--- config.mk ---
export PLATFORM = sky130hd
export DESIGN_NAME = systolic_result_reader
export DESIGN_NICKNAME = d
export VERILOG_FILES = /design/src/rtl/tpu_pkg.sv /design/src/rtl/result_beat_mux.sv /design/src/rtl/systolic_result_reader.sv
export SDC_FILE = /design/constraint.sdc
export NUM_CORES = 1
export LEC_CHECK = 0
export CAP_MARGIN = 40
export CORE_MARGIN = 2
export CORE_UTILIZATION = 54
export CTS_CLUSTER_DIAMETER = 60
export DETAILED_ROUTE_END_ITERATION = 7
export HOLD_SLACK_MARGIN = 0.06
export PLACE_DENSITY = 0.83
export SLEW_MARGIN = 20
export SYNTH_ARGS = -nofsm -noshare
export SYNTH_HDL_FRONTEND = slang
export SYNTH_SLANG_ARGS = --single-unit
export TNS_END_PERCENT = 10
--- constraint.sdc ---
create_clock -name clk -period 3.44 [get_ports clk]
set_input_delay 0.344 -clock clk [delete_from_list [all_inputs] [get_ports clk]]
set_output_delay 0.344 -clock clk [all_outputs]
set_load 0.02 [all_outputs]
--- src/rtl/tpu_pkg.sv ---
// Shared definitions for the systolic array blocks: default widths, PE count,
// reader FSM state encoding and beat-count helper.
package tpu_pkg;

    localparam int unsigned DEFAULT_ACC_WIDTH = 16;
    localparam int unsigned DEFAULT_OUT_WIDTH = 8;
    localparam int unsigned NUM_PE            = 4;

    typedef enum logic [1:0] {
        StIdle,
        StSend,
        StFin
    } state_e;

    function automatic int unsigned beats_per_elem(input int unsigned acc_w,
                                                   input int unsigned out_w);
        return acc_w / out_w;
    endfunction

endpackage

--- src/rtl/result_beat_mux.sv ---
// Selects one OUT_WIDTH beat from a packed snapshot by beat index; beat 0 is the
// least-significant slice of the first element.
module result_beat_mux #(
    parameter int unsigned ACC_WIDTH = 16,
    parameter int unsigned OUT_WIDTH = 8,
    parameter int unsigned NUM_ELEM  = 4,
    parameter int unsigned IDX_W     = 4
) (
    input  logic [NUM_ELEM*ACC_WIDTH-1:0] snap,
    input  logic [IDX_W-1:0]              idx,
    output logic [OUT_WIDTH-1:0]          beat
);

    localparam int unsigned NUM_BEATS = NUM_ELEM * (ACC_WIDTH / OUT_WIDTH);

    always_comb begin
        beat = '0;
        for (int i = 0; i < NUM_BEATS; i++) begin
            if (idx == IDX_W'(i)) begin
                beat = snap[i*OUT_WIDTH +: OUT_WIDTH];
            end
        end
    end

endmodule

--- src/rtl/systolic_result_reader.sv ---
// Snapshots the 2x2 array results on start and streams them out as valid/ready beats.
// Optional macro RESULT_CHECKSUM_EN appends an XOR checksum beat to each frame.
module systolic_result_reader
    import tpu_pkg::*;
#(
    parameter int unsigned ACC_WIDTH = DEFAULT_ACC_WIDTH,
    parameter int unsigned OUT_WIDTH = DEFAULT_OUT_WIDTH
) (
    input  logic                 clk,
    input  logic                 rst_n,
    input  logic                 start,
    input  logic [ACC_WIDTH-1:0] c00,
    input  logic [ACC_WIDTH-1:0] c01,
    input  logic [ACC_WIDTH-1:0] c10,
    input  logic [ACC_WIDTH-1:0] c11,
    output logic [OUT_WIDTH-1:0] out_data,
    output logic                 out_valid,
    input  logic                 out_ready,
    output logic                 out_last,
    output logic                 busy,
    output logic                 done
);

    localparam int unsigned BEATS_PER_ELEM = beats_per_elem(ACC_WIDTH, OUT_WIDTH);
    localparam int unsigned NUM_BEATS      = NUM_PE * BEATS_PER_ELEM;
`ifdef RESULT_CHECKSUM_EN
    localparam int unsigned FRAME_BEATS    = NUM_BEATS + 1;
`else
    localparam int unsigned FRAME_BEATS    = NUM_BEATS;
`endif
    localparam int unsigned CNT_W          = $clog2(FRAME_BEATS + 1);
    localparam logic [CNT_W-1:0] LAST_IDX  = CNT_W'(FRAME_BEATS - 1);

    state_e                      state_q;
    logic [CNT_W-1:0]            cnt_q;
    logic [NUM_PE*ACC_WIDTH-1:0] snap_q;
    logic                        valid_q, last_q, busy_q, done_q;
    logic [OUT_WIDTH-1:0]        slice_beat, beat;

    result_beat_mux #(
        .ACC_WIDTH (ACC_WIDTH),
        .OUT_WIDTH (OUT_WIDTH),
        .NUM_ELEM  (NUM_PE),
        .IDX_W     (CNT_W)
    ) u_beat_mux (
        .snap (snap_q),
        .idx  (cnt_q),
        .beat (slice_beat)
    );

`ifdef RESULT_CHECKSUM_EN
    logic [OUT_WIDTH-1:0] csum;

    always_comb begin
        csum = '0;
        for (int i = 0; i < NUM_BEATS; i++) begin
            csum = csum ^ snap_q[i*OUT_WIDTH +: OUT_WIDTH];
        end
        beat = (cnt_q == LAST_IDX) ? csum : slice_beat;
    end
`else
    assign beat = slice_beat;
`endif

    // Gate with valid so the bus reads zero between frames.
    assign out_data  = valid_q ? beat : '0;
    assign out_valid = valid_q;
    assign out_last  = last_q;
    assign busy      = busy_q;
    assign done      = done_q;

    always_ff @(posedge clk or negedge rst_n) begin
        if (!rst_n) begin
            state_q <= StIdle;
            cnt_q   <= '0;
            snap_q  <= '0;
            valid_q <= 1'b0;
            last_q  <= 1'b0;
            busy_q  <= 1'b0;
            done_q  <= 1'b0;
        end else begin
            case (state_q)
                // FIN accepts start just like IDLE, giving back-to-back frames.
                StIdle, StFin: begin
                    done_q <= 1'b0;
                    if (start) begin
                        snap_q  <= {c11, c10, c01, c00};
                        cnt_q   <= '0;
                        valid_q <= 1'b1;
                        busy_q  <= 1'b1;
                        last_q  <= 1'(FRAME_BEATS == 1);
                        state_q <= StSend;
                    end else begin
                        state_q <= StIdle;
                    end
                end
                StSend: begin
                    if (out_ready) begin
                        if (cnt_q == LAST_IDX) begin
                            valid_q <= 1'b0;
                            last_q  <= 1'b0;
                            busy_q  <= 1'b0;
                            done_q  <= 1'b1;
                            state_q <= StFin;
                        end else begin
                            cnt_q  <= cnt_q + CNT_W'(1);
                            last_q <= ((cnt_q + CNT_W'(1)) == LAST_IDX);
                        end
                    end
                end
                default: state_q <= StIdle;
            endcase
        end
    end

endmodule
; ---- Word level (Yosys, flattened, before mapping)
; Index checks and enable logic that the tools add are counted.
[word_totals]
register_bits = 73
input_bits = 68
out_inout_bits = 12
[classes]
add_sub_neg = 1
eq_ne = 14
mux = 28
n_reduce_logical = 10
[op_table]
columns = op, count
row1 = 8-bit two-way mux, 9
row2 = "4-bit by 3-bit equality test with 1-bit output, second input constant", 5
row3 = 4-bit two-way mux, 3
row4 = 1-bit two-way mux, 9
row5 = "4-bit by 2-bit equality test with 1-bit output, second input constant", 2
row6 = "2-bit inequality test, second input constant", 4
row7 = 4-bit case mux with 2 select lines, 1
row8 = 4-bit AND reduction, 2
row9 = 1-bit case mux with 2 select lines, 3
row10 = 3-bit AND reduction, 2
row11 = "4-bit by 1-bit adder with 4-bit output, second input constant", 1
row12 = "4-bit by 1-bit equality test with 1-bit output, second input constant", 1
row13 = 4-bit logical NOT, 1
row14 = 2-bit two-way mux, 2
row15 = 2-bit case mux with 2 select lines, 1
row16 = 2-bit AND reduction, 2
row17 = "2-bit by 1-bit equality test with 1-bit output, second input constant", 1
row18 = "2-bit equality test, second input constant", 1
row19 = 2-bit logical NOT, 1
row20 = 2-bit nonzero test, 1
row21 = 2-bit OR reduction, 1

; ---- Longest topological paths before layout
; Gate-level depths: netlist of the first run.
[depth]
word_depth = 10
depth_mapped = 7
mapped_depth_nobuf = 5

; ---- Cells and area by module
; A second synthesis of the first run with hierarchy kept.
[unflattened]
hier_cells = 426
area_unflattened_um2 = 3699.8
[modules_own_cells]
columns = module, instances, cells_each, area_each_um2
row1 = systolic_result_reader, 1, 321, 2934.1
row2 = result_beat_mux, 1, 105, 765.7

; ---- Worst setup path before layout of the first run
; OpenSTA, ideal clock, no wires.
[synth_path]
kind = register to output
from = reg cnt_q[0]
to = out out_data[6]
arrival_ps = 1636
t_required_ps = 3096
slack_ps = 1460
path_stages_with_launch = 6
n_path_buf = 1
path_cell_list = dfrtp_1 -> ha_1 -> or3_1 -> buf_2 -> a221oi_2 -> o221a_1
[synth_via]
elab_chain_cells = 10
elab_cells_between_ends = 17
classes_between = eq/ne (7) / mux (9) / reduce/logical (1)
[synth_rtl]
columns = item, line
row1 = "start, declared", systolic_result_reader.sv:35  ; logic [CNT_W-1:0] cnt_q;
row2 = "start signal, assigned", systolic_result_reader.sv:106  ; cnt_q <= cnt_q + CNT_W'(1);
row3 = 4-bit logical NOT, result_beat_mux.sv:19  ; if (idx == IDX_W'(i)) begin
row4 = 8-bit two-way mux (7 in series), result_beat_mux.sv:19
row5 = 8-bit two-way mux (*), result_beat_mux.sv:19
row6 = 8-bit two-way mux (*), systolic_result_reader.sv:66  ; assign out_data = valid_q ? beat : '0;
row7 = "end, declared", systolic_result_reader.sv:16  ; output logic [OUT_WIDTH-1:0] out_data,
; Every way passes the cells marked *; elsewhere a longest branch is shown, timed or not.

; ---- Final worst setup path of the first run
[layout_path]
from = reg cnt_q[0]
to = out out_data[4]
; The elaborated chain is that of the path after synthesis.

==> reports/results.tsv, run 1 <==
metric	value	unit
CP Cell Sequence	inv_1, ha_2, buf_4, a21oi_1, a221oi_1, o211a_1, clkdlybuf4s50_1	
ys async rst share	100.0	%
total power	3.937	mW
number of buffers created by CTS	9	
antenna viol nets, final	0	
Initial Util	56.30	%
maximum vdd ir drop	469.1	uV
final net count	568	
aggregate global routing overflow	0	
DPL Wire Length	6.738	mm
Vias/cell	5.612	
cell family with most CP delay	buffers and inverters	
met3 GRT Util	7.988	%
Die H	85.83	um
count of final hold-check violations	0	
area occupied by multi-input gates	1595	um^2
failing checks	design-rule violations	
FF+latch count, synth	73	
Hold WC Path Type	in -> async	
clock tree buffer depth	2	
Routed WL per cell	16.14	um
Root Buffer	clkbuf_8	
clk_skew	0.008543	ns
Ports	80	
n_diodes	0	
first-pass GRT wire length	15.30	mm
drt pass-1 iters	8	
Worst Max-Slew Pin Slew	0.7757	ns
drt drc	5	
drt total wl	9.311	mm
reg2reg start	cnt_q[2]	
CP Capture Type	output port	
Worst Reg-to-Reg Cells	3	
Die Area	7367	um^2
Arrival @ worst endpoint	2.90	ns
setup bufs post-CTS	0	
clock transition at the registers of the reported paths	0.08	ns
Yosys top cell by area	dfrtp_1	
CTS tree	yes	
Bufs and invs on worst path	3	
Worst-Skew Late Latency	0.36	ns
GR Util met2	43.25	%
Mapped Cells	429	
port bufs	79	
met1 global-route usage	37.06	%
Setup CP Type	reg -> out	
Power per Cell Area	850.7	nW/um^2
Max Cap Viol	0	
row cnt	29	
GPL Wtd Cong	0.9248	
period utilization	94.21	%
Fillers	527	
Critical Path RT	3.10	ns
top cell type's share of synthesized area	50.52	%
Startpoint Class	flop	
number of global-route vias before repair	3220	
Clock Sinks	73	
Seq. cell area	1827	um^2
Slew Limit Fails	0	
EDFF count, synth	0	
share of layout cells above drive strength 1	6.400	%
crit-path max cell delay	0.61	ns
Vias	3238	
post-layout min period	3.241	ns
Slowest-stage cell, CP	clkdlybuf4s50_1	
syn_area_per_cell	8.429	um^2
synth warn	0	
worst r2r dst	cnt_q[1]	
critical path peak fanout	27	
Syn Nets	502	
initial antenna violation count	0	
most frequent cells in the layout	186 x nand2_1, 78 x clkdlybuf4s50_1, 73 x dfrtp_1	
static leakage	2.168	nW
Max Fclk	0.3086	GHz
Yosys cell types	37	
total track usage	27.31	%
final setup TNS	0	ns
ranking of synthesized cells by area	dfrtp_1 51%, nand2_1 19%, a21oi_1 2.6%	
H-tree levels	3	
Synth Flop Type	dfrtp_1	
synthesized area	3616	um^2
busiest grt layer	met2	
largest net degree at the start of global routing	41	
WP depth	7	
RSZ-0062 raised after global routing	false	
Final setup viols	0	
relative slew slack	48.18	%
status	complete, but fails checks	
commonest non-fill, non-tap cell in the layout	nand2_1	
Area Overhead vs Synth	27.99	%
r2r setup slk	1.64	ns
sequential area share after synthesis	50.52	%
Starting DRT DRC Count	257	
die width	85.83	um
core area	6422	um^2
registers in the layout (all words and copies together) (netlist names):
name	cells
snap_q	64
cnt_q	4
state_q	2
busy	1
done	1
out_last	1
per-layer routing:
metal	wire length [um]	share of wire (%)	up-vias
met4	130	1.4	0
met5	0	0	-
li1	-	-	1552
met2	4493	48	126
met1	4124	44	1547
met3	564	6.1	13
report_power, final:
part | internal [mW] | total, mW | leakage (nW) | switching [mW]
logic | 0.739 | 1.71 | 1.18 | 0.970
registers | 1.26 | 1.61 | 0.905 | 0.351
clock network | 0.281 | 0.620 | 0.0805 | 0.339
kinds of logic after synthesis:
logic type	Yosys count	share of synthesized area, %
fa+ha+maj	5	1.730
simple gates	226	26.44
xor+xnor	2	0.4845
compound gates	75	15.05
buf+inv	48	5.778
flops	73	50.52
layout make-up:
| class | count | area share (%) |
|---|---|---|
| clock buffers | 10 | 2.974 |
| flip-flops and latches | 73 | 39.47 |
| multi-input cells | 308 | 34.47 |
| repair buffers | 89 | 18.92 |
| inverters | 14 | 1.135 |
| clock inverters | 6 | 0.9462 |
| well taps | 77 | 2.082 |
through the flow:
step	setup slack, ns	cells	util (%)	hold WS (ns)	area [um^2]
after detailed placement	0.2897	559	68.69	0.4711	4412
final	0.1992	577	72.06	0.3241	4628
after CTS	0.05176	575	71.56	0.08874	4596
after global routing	0.06160	577	72.06	0.3215	4628
after global placement	0.3804	559	68.69	0.4535	4412
after floorplan	1.460	429	-	0.04841	3616
worst max path at each step:
stage              from          end
6_report       cnt_q[0]  out_data[4]
3_3_place_gp   cnt_q[0]  out_data[3]
3_5_place_dp   cnt_q[0]  out_data[3]
4_1_cts        cnt_q[1]  out_data[6]
5_1_grt        cnt_q[0]  out_data[3]
2_1_floorplan  cnt_q[0]  out_data[6]
what timing repair did:
item                                   CTS  global route
hold buffers                             0             1
endpoints found under the hold margin    0            36
resized for setup                        1             1
pin swaps                                0             0
setup endpoints to repair                4             8
worst register-to-register path, stage by stage, from the launching register on:
cell and delay [ns]:
dfrtp_1 0.66, nor2b_1 0.60, nand3_1 0.14, a32o_1 0.29
synthesized netlist by cell type (2+ instances only):
library cell and count:
nand3b_1 9, nand3_1 3, o21ai_0 11, buf_1 4, a21oi_1 19, o311ai_0 7, nor3_1 3, a211oi_1 8
a221oi_1 8, clkbuf_1 14, o211a_1 7, ha_1 5, dfrtp_1 73, a22oi_1 7, nor3b_1 7, nor2_1 4
buf_2 13, nand2_1 186, inv_1 14, nand2b_1 2, nor2b_1 9
Power figures use the tool's default switching activity.
==> inputs of run 2 (changes only) <==
--- a/config.mk
+++ b/config.mk
@@ -5,7 +5,7 @@
 export SDC_FILE = /design/constraint.sdc
 export NUM_CORES = 1
 export LEC_CHECK = 0
-export CAP_MARGIN = 40
+export CAP_MARGIN = 0
 export CORE_MARGIN = 2
 export CORE_UTILIZATION = 54
 export CTS_CLUSTER_DIAMETER = 60
==> reports/results.tsv, run 2 (synthesis gave the netlist of run 1 again) <==
metric	value	unit
status	complete, but fails checks	
failing checks	design-rule violations	
row cnt	29	
share of layout cells above drive strength 1	6.225	%
total track usage	27.31	%
first-pass GRT wire length	15.30	mm
initial antenna violation count	0	
Clock Sinks	73	
H-tree levels	3	
worst r2r dst	cnt_q[1]	
Vias/cell	5.609	
number of buffers created by CTS	9	
most frequent cells in the layout	186 x nand2_1, 78 x clkdlybuf4s50_1, 73 x dfrtp_1	
cts hold-fix bufs	0	
Final setup viols	0	
static leakage	2.155	nW
CP Capture Type	output port	
Starting DRT DRC Count	248	
GPL Wtd Cong	0.9248	
Die Area	7367	um^2
Area Overhead vs Synth	27.16	%
RSZ-0062 raised after global routing	false	
Worst-Skew Late Latency	0.36	ns
port bufs	79	
fin cells	575	
core area	6422	um^2
CTS tree	yes	
largest net degree at the start of global routing	41	
final net count	566	
Slew Limit Fails	0	
Worst Reg-to-Reg Cells	3	
Arrival @ worst endpoint	2.90	ns
Place WS	0.2897	ns
clock tree buffer depth	2	
maximum vdd ir drop	469.3	uV
aggregate global routing overflow	0	
number of global-route vias before repair	3220	
setup bufs post-CTS	0	
Largest regs	snap_q (64), cnt_q (4), state_q (2)	
Fin Hold WS	0.07652	ns
drt total wl	9.313	mm
post-route setup slack	0.1949	ns
Max Fclk	0.3082	GHz
Hold WC Path Type	in -> async	
total power	3.930	mW
Critical Path RT	3.10	ns
final setup TNS	0	ns
Startpoint Class	flop	
drt pass-1 iters	8	
commonest non-fill, non-tap cell in the layout	nand2_1	
clock transition at the registers of the reported paths	0.08	ns
r2r setup slk	1.65	ns
Setup CP Type	reg -> out	
Largest register FFs	64	
count of final hold-check violations	0	
die width	85.83	um
Die H	85.83	um
Placed Cells	559	
n_diodes	0	
Initial Util	56.30	%
Power per Cell Area	854.7	nW/um^2
Top reg by flops	snap_q	
clk_skew	0.007491	ns
Vias	3225	
relative slew slack	45.03	%
post-layout min period	3.245	ns
Routed WL per cell	16.20	um
drt drc	5	
Ports	80	
Max Cap Viol	0	
critical path peak fanout	27	
DPL Wire Length	6.738	mm
reg2reg start	cnt_q[2]	
Root Buffer	clkbuf_8	
antenna viol nets, final	0	
period utilization	94.33	%
Worst Max-Slew Pin Slew	0.8246	ns
-- run 2: worst max path at each step --
stage	slack (ns)	startpoint	end
after floorplan	1.46	cnt_q[0]	out_data[6]
after global placement	0.38	cnt_q[0]	out_data[3]
after detailed placement	0.29	cnt_q[0]	out_data[3]
after CTS	0.05	cnt_q[1]	out_data[6]
after global routing	0.06	cnt_q[0]	out_data[3]
final	0.19	cnt_q[0]	out_data[4]
-- run 2: power by group --
part	internal [mW]	switching, mW
registers	1.26	0.351
logic	0.736	0.970
clock network	0.281	0.336
-- run 2: critical path, cell delays in order (launching register included) --
cell and delay, ns:
dfrtp_1 0.43, inv_1 0.14, ha_2 0.50, buf_4 0.25, a21oi_1 0.05, a221oi_1 0.33, o211a_1 0.22, clkdlybuf4s50_1 0.61
-- run 2: area by class of cell --
type	instances	area, um^2
Timing Repair Buffer	87	845.8
Multi-Input combinational cell	308	1595
Fill cell	530	1824
Sequential cell	73	1827
Inverter	14	52.55
Clock inverter	6	43.79
Clock buffer	10	137.6
Tap cell	77	96.34
-- run 2: through the flow --
step	cell area, um^2	util, %
floorplan	3616	-
global placement	4412	68.69
detailed placement	4412	68.69
CTS	4596	71.56
global route	4598	71.60
finish	4598	71.60
-- run 2: routing by layer --
metal  vias to the layer above  wire [um]  GRT usage (%)  share of wire (%)
met5                         -          0              0                  0
met4                         0        155          7.504                1.7
met3                        17        510          7.988                5.5
met2                       129       4506          43.25                 48
met1                      1538       4141          37.06                 44
li1                       1541          -              -                  -
-- run 2: timing repair --
| action | CTS | global route |
|---|---|---|
| pin swaps | 0 | 0 |
| cloned | 0 | 0 |
| endpoints found under the setup margin | 4 | 8 |
| resized for setup | 1 | 1 |
